<file path="src/rtl/uart_tx.sv">
// rtl/uart_tx.sv - 8N1-style UART transmitter with integer baud divider
//
// Serialises one DATA_BITS-wide word per accepted request, LSB first:
// one start bit (0), DATA_BITS data bits, one stop bit (1), no parity.
// Every bit lasts CLKS_PER_BIT = SYS_CLK / BAUD clock cycles.
//
// Ports:
//   clk       in   system clock, rising-edge active
//   rst       in   asynchronous active-high reset
//   enable    in   block enable; low aborts any frame and holds idle
//   tx_input  in   word to transmit, sampled only when a frame is accepted
//   new_data  in   level-sensitive transmit request
//   tx_wire   out  registered serial line, idle/mark = 1
//   ready     out  high when a request would be accepted this cycle

module uart_tx #(
    parameter int DATA_BITS = 8,
    parameter int BAUD      = 9600,
    parameter int SYS_CLK   = 12000000
) (
    input  logic                 clk,
    input  logic                 rst,
    input  logic                 enable,
    input  logic [DATA_BITS-1:0] tx_input,
    input  logic                 new_data,
    output logic                 tx_wire,
    output logic                 ready
);

    localparam int CLKS_PER_BIT = SYS_CLK / BAUD;

    // Degenerate one-cycle bits or one-bit words still need a 1-bit counter.
    localparam int CNT_W = (CLKS_PER_BIT > 1) ? $clog2(CLKS_PER_BIT) : 1;
    localparam int BIT_W = (DATA_BITS > 1) ? $clog2(DATA_BITS) : 1;

    localparam logic [CNT_W-1:0] BAUD_LAST = CNT_W'(CLKS_PER_BIT - 1);
    localparam logic [BIT_W-1:0] BIT_LAST  = BIT_W'(DATA_BITS - 1);

    localparam logic [1:0] S_IDLE  = 2'd0;
    localparam logic [1:0] S_START = 2'd1;
    localparam logic [1:0] S_DATA  = 2'd2;
    localparam logic [1:0] S_STOP  = 2'd3;

    logic [1:0]           state;
    logic [CNT_W-1:0]     baud_cnt;
    logic [BIT_W-1:0]     bit_idx;
    logic [DATA_BITS-1:0] shift_reg;
    logic [DATA_BITS-1:0] shift_next;
    logic                 bit_done;

    // Last cycle of the current bit period.
    assign bit_done   = (baud_cnt == BAUD_LAST);
    assign shift_next = shift_reg >> 1;

    // Decoded from registered state only; enable is the sole input that
    // reaches ready combinationally.
    assign ready = enable && (state == S_IDLE);

    // tx_wire is registered alongside the state so the line changes exactly
    // on the edge that starts each bit and cannot glitch.
    always_ff @(posedge clk or posedge rst) begin
        if (rst) begin
            state     <= S_IDLE;
            tx_wire   <= 1'b1;
            baud_cnt  <= '0;
            bit_idx   <= '0;
            shift_reg <= '0;
        end else if (!enable) begin
            // Abort: the frame in progress is dropped, not completed.
            state    <= S_IDLE;
            tx_wire  <= 1'b1;
            baud_cnt <= '0;
            bit_idx  <= '0;
        end else begin
            case (state)
                S_IDLE: begin
                    tx_wire <= 1'b1;
                    if (new_data) begin
                        shift_reg <= tx_input;
                        baud_cnt  <= '0;
                        bit_idx   <= '0;
                        state     <= S_START;
                        tx_wire   <= 1'b0;
                    end
                end

                S_START: begin
                    if (bit_done) begin
                        baud_cnt <= '0;
                        state    <= S_DATA;
                        tx_wire  <= shift_reg[0];
                    end else begin
                        baud_cnt <= baud_cnt + CNT_W'(1);
                    end
                end

                S_DATA: begin
                    if (bit_done) begin
                        baud_cnt  <= '0;
                        shift_reg <= shift_next;
                        if (bit_idx == BIT_LAST) begin
                            state   <= S_STOP;
                            tx_wire <= 1'b1;
                        end else begin
                            bit_idx <= bit_idx + BIT_W'(1);
                            // Drive the bit that the shift is about to expose.
                            tx_wire <= shift_next[0];
                        end
                    end else begin
                        baud_cnt <= baud_cnt + CNT_W'(1);
                    end
                end

                S_STOP: begin
                    if (bit_done) begin
                        // Returning to IDLE here raises ready on the edge that
                        // ends the stop bit; a held request restarts one cycle
                        // later.
                        baud_cnt <= '0;
                        state    <= S_IDLE;
                        tx_wire  <= 1'b1;
                    end else begin
                        baud_cnt <= baud_cnt + CNT_W'(1);
                    end
                end

                default: begin
                    state   <= S_IDLE;
                    tx_wire <= 1'b1;
                end
            endcase
        end
    end

endmodule

</file>
<file path="config.mk">
export PLATFORM = sky130hd
export DESIGN_NAME = uart_tx
export DESIGN_NICKNAME = d
export VERILOG_FILES = /design/src/rtl/uart_tx.sv
export SDC_FILE = /design/constraint.sdc
export NUM_CORES = 1
export LEC_CHECK = 0
export CAP_MARGIN = 20
export CORE_ASPECT_RATIO = 0.5
export CORE_MARGIN = 3
export CORE_UTILIZATION = 30
export DETAILED_ROUTE_END_ITERATION = 7
export PLACE_DENSITY = 0.58
export SLEW_MARGIN = 10
export SYNTH_ARGS = -nofsm -noshare
export SYNTH_HDL_FRONTEND = slang
export SYNTH_SLANG_ARGS = --single-unit
</file>
<file path="constraint.sdc">
create_clock -name clk -period 3.2 [get_ports clk]
set_input_delay 0.64 -clock clk [delete_from_list [all_inputs] [get_ports clk]]
set_output_delay 0.64 -clock clk [all_outputs]
set_load 0.02 [all_outputs]
</file>
-- Word-level counts from Yosys, hierarchy flattened
Index checks and enable logic that the tools add are counted.
- equal/unequal tests: 14
- multiplexer cells: 26
- add/sub/neg operators: 2
- reductions and logical operators: 8
- operators with widths (cell ; number):
    $mux 11 ; 3
    $pmux 11 s2 ; 1
    $ne 3x3->1 const B ; 6
    $mux 8 ; 2
    $pmux 8 s2 ; 1
    $mux 2 ; 6
    $mux 3 ; 4
    $add 11x1->11 const B ; 1
    $eq 11x11->1 const B ; 1
    $pmux 2 s4 ; 1
    $reduce_and 4->1 ; 2
    $mux 1 ; 6
    $pmux 3 s2 ; 1
    $reduce_and 5->1 ; 1
    $eq 2x2->1 const B ; 2
    $ne 2x2->1 const B ; 2
    $pmux 1 s4 ; 1
    $add 3x1->3 const B ; 1
    $eq 3x3->1 const B ; 1
    $ne 3x1->1 const B ; 1
    $reduce_and 3->1 ; 1
    $reduce_or 3->1 ; 1
    $eq 2x1->1 const B ; 1
    $logic_not 2->1 ; 1
    other kinds (2) ; 2
- register bits after elaboration: 25
- logic and storage cells: 55
- input bits: 12
- output and inout port bits: 2

-- Depth between registers and ports, before layout
- depth in word-level cells: 5
- depth in mapped cells: 8
- mapped depth without buffers: 6

-- Worst setup path after synthesis
No wires, ideal clock.
- path type: reg2reg
- start point: register baud_cnt[1]
- end point: register shift_reg[0]
- path buffers: 1
- setup slack: 0.655 ns
- data required time: 3.075 ns
- arrival: 2.420 ns
- cell stages (with the launch flop): 8
- path through: dfrtp_1 inv_1 ha_1 or3b_2 or3_1 buf_6 a2111oi_4 mux2_2
- word-level cells in the longest chain between the ends: 3
- RTL lines (what ; RTL line ; text):
    start: declaration ; 45 ; logic [CNT_W-1:0] baud_cnt;
    start signal: assignment ; 93 ; baud_cnt <= baud_cnt + CNT_W'(1);
    start signal: assignment ; 110 ; baud_cnt <= baud_cnt + CNT_W'(1);
    start signal: assignment ; 123 ; baud_cnt <= baud_cnt + CNT_W'(1);
    $eq 11x11->1 ; 52 ; assign bit_done = (baud_cnt == BAUD_LAST);
    $ne 2x2->1 (no source line) ; - ;
    $reduce_and 4->1 (no source line) ; - ;
    end signal: assignment ; 79 ; shift_reg <= tx_input;
    end signal: assignment ; 100 ; shift_reg <= shift_next;
    end: declaration ; 47 ; logic [DATA_BITS-1:0] shift_reg;
No other way between the ends.
A chain may end at the register's enable or synchronous reset.

-- Final worst setup path
- start point: register baud_cnt[1]
- end point: register shift_reg[6]
Same word-level chain as after synthesis.

==> results.md <==
- Final setup fails: 0
- CP Class: reg -> reg
- Initial core utilization: 32.1%
- Full die area: 5770 um2
- Post-synth top area cell: dfrtp_1
- DRT Pass-1 Iters: 4
- I/O pins: 14
- Critical Path Max Stage Delay: 0.69 ns
- Synth Register Bits: 25
- Synth Area in Adders: 7.74%
- Syn_area_per_cell: 10.7 um2
- Setup Fix Bufs, Post-CTS: 0
- Post-synthesis xor/xnor area fraction: 5.42%
- Htree depth: 1
- Syn_nets: 157
- Total grt overflow: 0
- Power Density: 660 nW/um2
- # hold bufs at CTS: 0
- Vias per cell: 4.67
- Fmax: 362 MHz
- Top cells by count, synth: 24 x dfrtp_1, 15 x mux2_2, 12 x nor2_1
- Initial antenna violation count: 0
- Post-synth top area share: 41.3%
- VDD IR-drop max: 0.181 mV
- Fin crit share: 86.4%
- Cell count after synthesis: 136
- Post-CTS Resized: 0
- Ys async rst share: 100%
- Fill cells: 450
- Leakage: 0.697 nW
- Max_cap viols: 0
- Worst hold path type: reg -> reg
- Maximum clock path buffer count: 2
- Final worst path period need: 2.77 ns
- Placer Congestion: 0.765
- WL final: 2580 um
- Simple-gate portion of the synthesized area: 17.3%
- Pint: 740 uW
- Crit-path cells: inv_1 > ha_1 > or3b_2 > or3_1 > a2111oi_4 > mux2_2
- Clock-pin slew on the worst setup and hold paths: 0.09 ns
- Mux cell area share after synthesis: 13.0%
- Sw Pwr: 388 uW
- Number of port buffers: 13
- Seq/Total Area, Yosys: 43.1%
- CTS tree: done
- Clock share of power: 16.4%
- Hpwl dp: 1920 um
- Post-route ant nets: 0
- Largest net degree at the start of global routing: 26
- Multi-input logic area: 768 um2
- Core area: 4530 um2
- Distinct cells, synth: 36
- Layout area overhead: 17.5%
- Synth Warn #: 0
- Worst-Margin Slew: 0.935 ns
- Final Instance Area: 1710 um2
- Antenna cells: 0
- RSZ-0062 raised after global routing: no
- Critical path peak fanout: 8
- First-pass GRT wire length: 4750 um
- Iteration-0 DRC Markers: 38
- Status: finished, final reports clean
- Avg WL per Cell: 11.9 um
- Worst EP required: 3.35 ns
- Endpoints failing hold: 0
- CTS Sinks: 25
- TritonCTS Buffers: 3
- Reg area: 627 um2
- Largest cells by area after synthesis: dfrtp_1 41%, mux2_2 12%, ha_1 7.7%
- DR vias: 1,014
- Setup TNS: 0 ns
- Clock skew after layout: 0.00707 ns
- Max-slew headroom: 37.6%
- Max stage delay cell, worst path: a2111oi_4
- Tot GR Track Use: 9.93%
- Die height: 55.2 um
- Post-synth EDFFs: 0
- Worst path arrival time: 2.92 ns
- Max FFs per register: 11
- FP Rows: 17
- DP Area: 1660 um2
- DRC: 0
- Post-synthesis compound-gate area fraction: 9.37%
- FF-to-FF setup slack: 0.43 ns
- DIE WIDTH: 104 um
- CP endpoint kind: flip-flop
- Clock Root Buffer: clkbuf_8
- Layout cells sized above 1: 17.2%
- Vias in the first global route: 1,016
- Logic gate share of total power: 43.5%
- Switching portion of total power: 34.4%
- Final Max Slew Viols: 0
- Largest family of logic cells by synthesized area: simple AND/OR/NAND/NOR gates
- Startpoint Class: flip-flop
- Most frequent cell after synthesis: dfrtp_1
- Clk_lat worst skew: 0.27 ns
- Layout Nets: 173
- Seq pwr share: 40.1%
- Top FF cell, synth: dfrtp_1
- Mapped cell area: 1460 um2
-- routing by layer --
layer / track usage [%] / routed length, um
met1: 12.8 / 1290
met4: 1.70 / 14
met3: 2.80 / 72
met5: 0 / 0
met2: 16.9 / 1210
-- worst paths after layout --
kind / startpoint / to / cells after the start
max in group asynchronous: rst / shift_reg[3]$_DFFE_PP0P_ / 2
min reg2reg: bit_idx[0]$_DFFE_PP0P_ / bit_idx[0]$_DFFE_PP0P_ / 1
min: bit_idx[0]$_DFFE_PP0P_ / bit_idx[0]$_DFFE_PP0P_ / 1
max reg2reg: baud_cnt[1]$_DFFE_PP0N_ / shift_reg[6]$_DFFE_PP0P_ / 6
max: baud_cnt[1]$_DFFE_PP0N_ / shift_reg[6]$_DFFE_PP0P_ / 6
min in group asynchronous: rst / baud_cnt[9]$_DFFE_PP0N_ / 2
-- kinds of logic after synthesis --
family	count (synthesis)
AOI/OAI and AO/OA	16
and+or+nand+nor	46
buffers and inverters	14
adders and majority gates	9
DFF	25
muxes	17
xor gates and xnor gates	9
-- per-stage QoR --
step	utilization, %	setup slack [ns]	total power [mW]	instances	hold slack [ns]
after floorplan	-	0.655	0.830	136	0.457
after global routing	37.7	0.306	1.23	217	0.528
after global placement	36.7	0.452	0.948	213	0.485
after CTS	37.7	0.406	1.15	217	0.502
after detailed placement	36.7	0.432	0.957	213	0.490
final	37.7	0.434	1.13	217	0.498
-- layout by cell type, fill, tap and decap left out, types with 3 or more instances in the layout --
| cell | Yosys | routed |
|---|---|---|
| nand3_1 | 6 | 6 |
| clkdlybuf4s50_1 | 0 | 13 |
| ha_1 | 9 | 9 |
| clkbuf_8 | 0 | 3 |
| xnor2_1 | 4 | 4 |
| inv_1 | 9 | 9 |
| buf_4 | 0 | 3 |
| dfrtp_1 | 24 | 24 |
| nor2_1 | 12 | 12 |
| nand4_1 | 5 | 5 |
| nand2_1 | 6 | 6 |
| nand3b_1 | 3 | 3 |
| xor2_1 | 5 | 5 |
| mux2_2 | 15 | 15 |
-- power groups by stage --
stage | logic [mW] | clock network (mW) | registers [mW]
floorplan | 0.378 | 0 | 0.452
finish | 0.491 | 0.185 | 0.452
global placement | 0.490 | 0 | 0.458
CTS | 0.499 | 0.197 | 0.453
global route | 0.556 | 0.207 | 0.466
detailed placement | 0.498 | 0 | 0.459
-- worst max-delay path, delay by kind of cell, from the launching register on --
family          cells  cell delay [ns]
compound gates      1             0.69
fa+ha+maj           1             0.12
buf+inv             1             0.06
flops               1             0.41
mux                 1             0.40
simple gates        2             0.96
-- layout make-up --
type                       instances  share of cell area, %
multi-input combinational         97                   44.9
tap                               66                   4.83
clock buffer                       4                   2.64
sequential                        25                   36.7
inverter                           9                   1.98
timing repair buffer              16                   8.93
No activity file was read; power rests on OpenSTA's default activity.
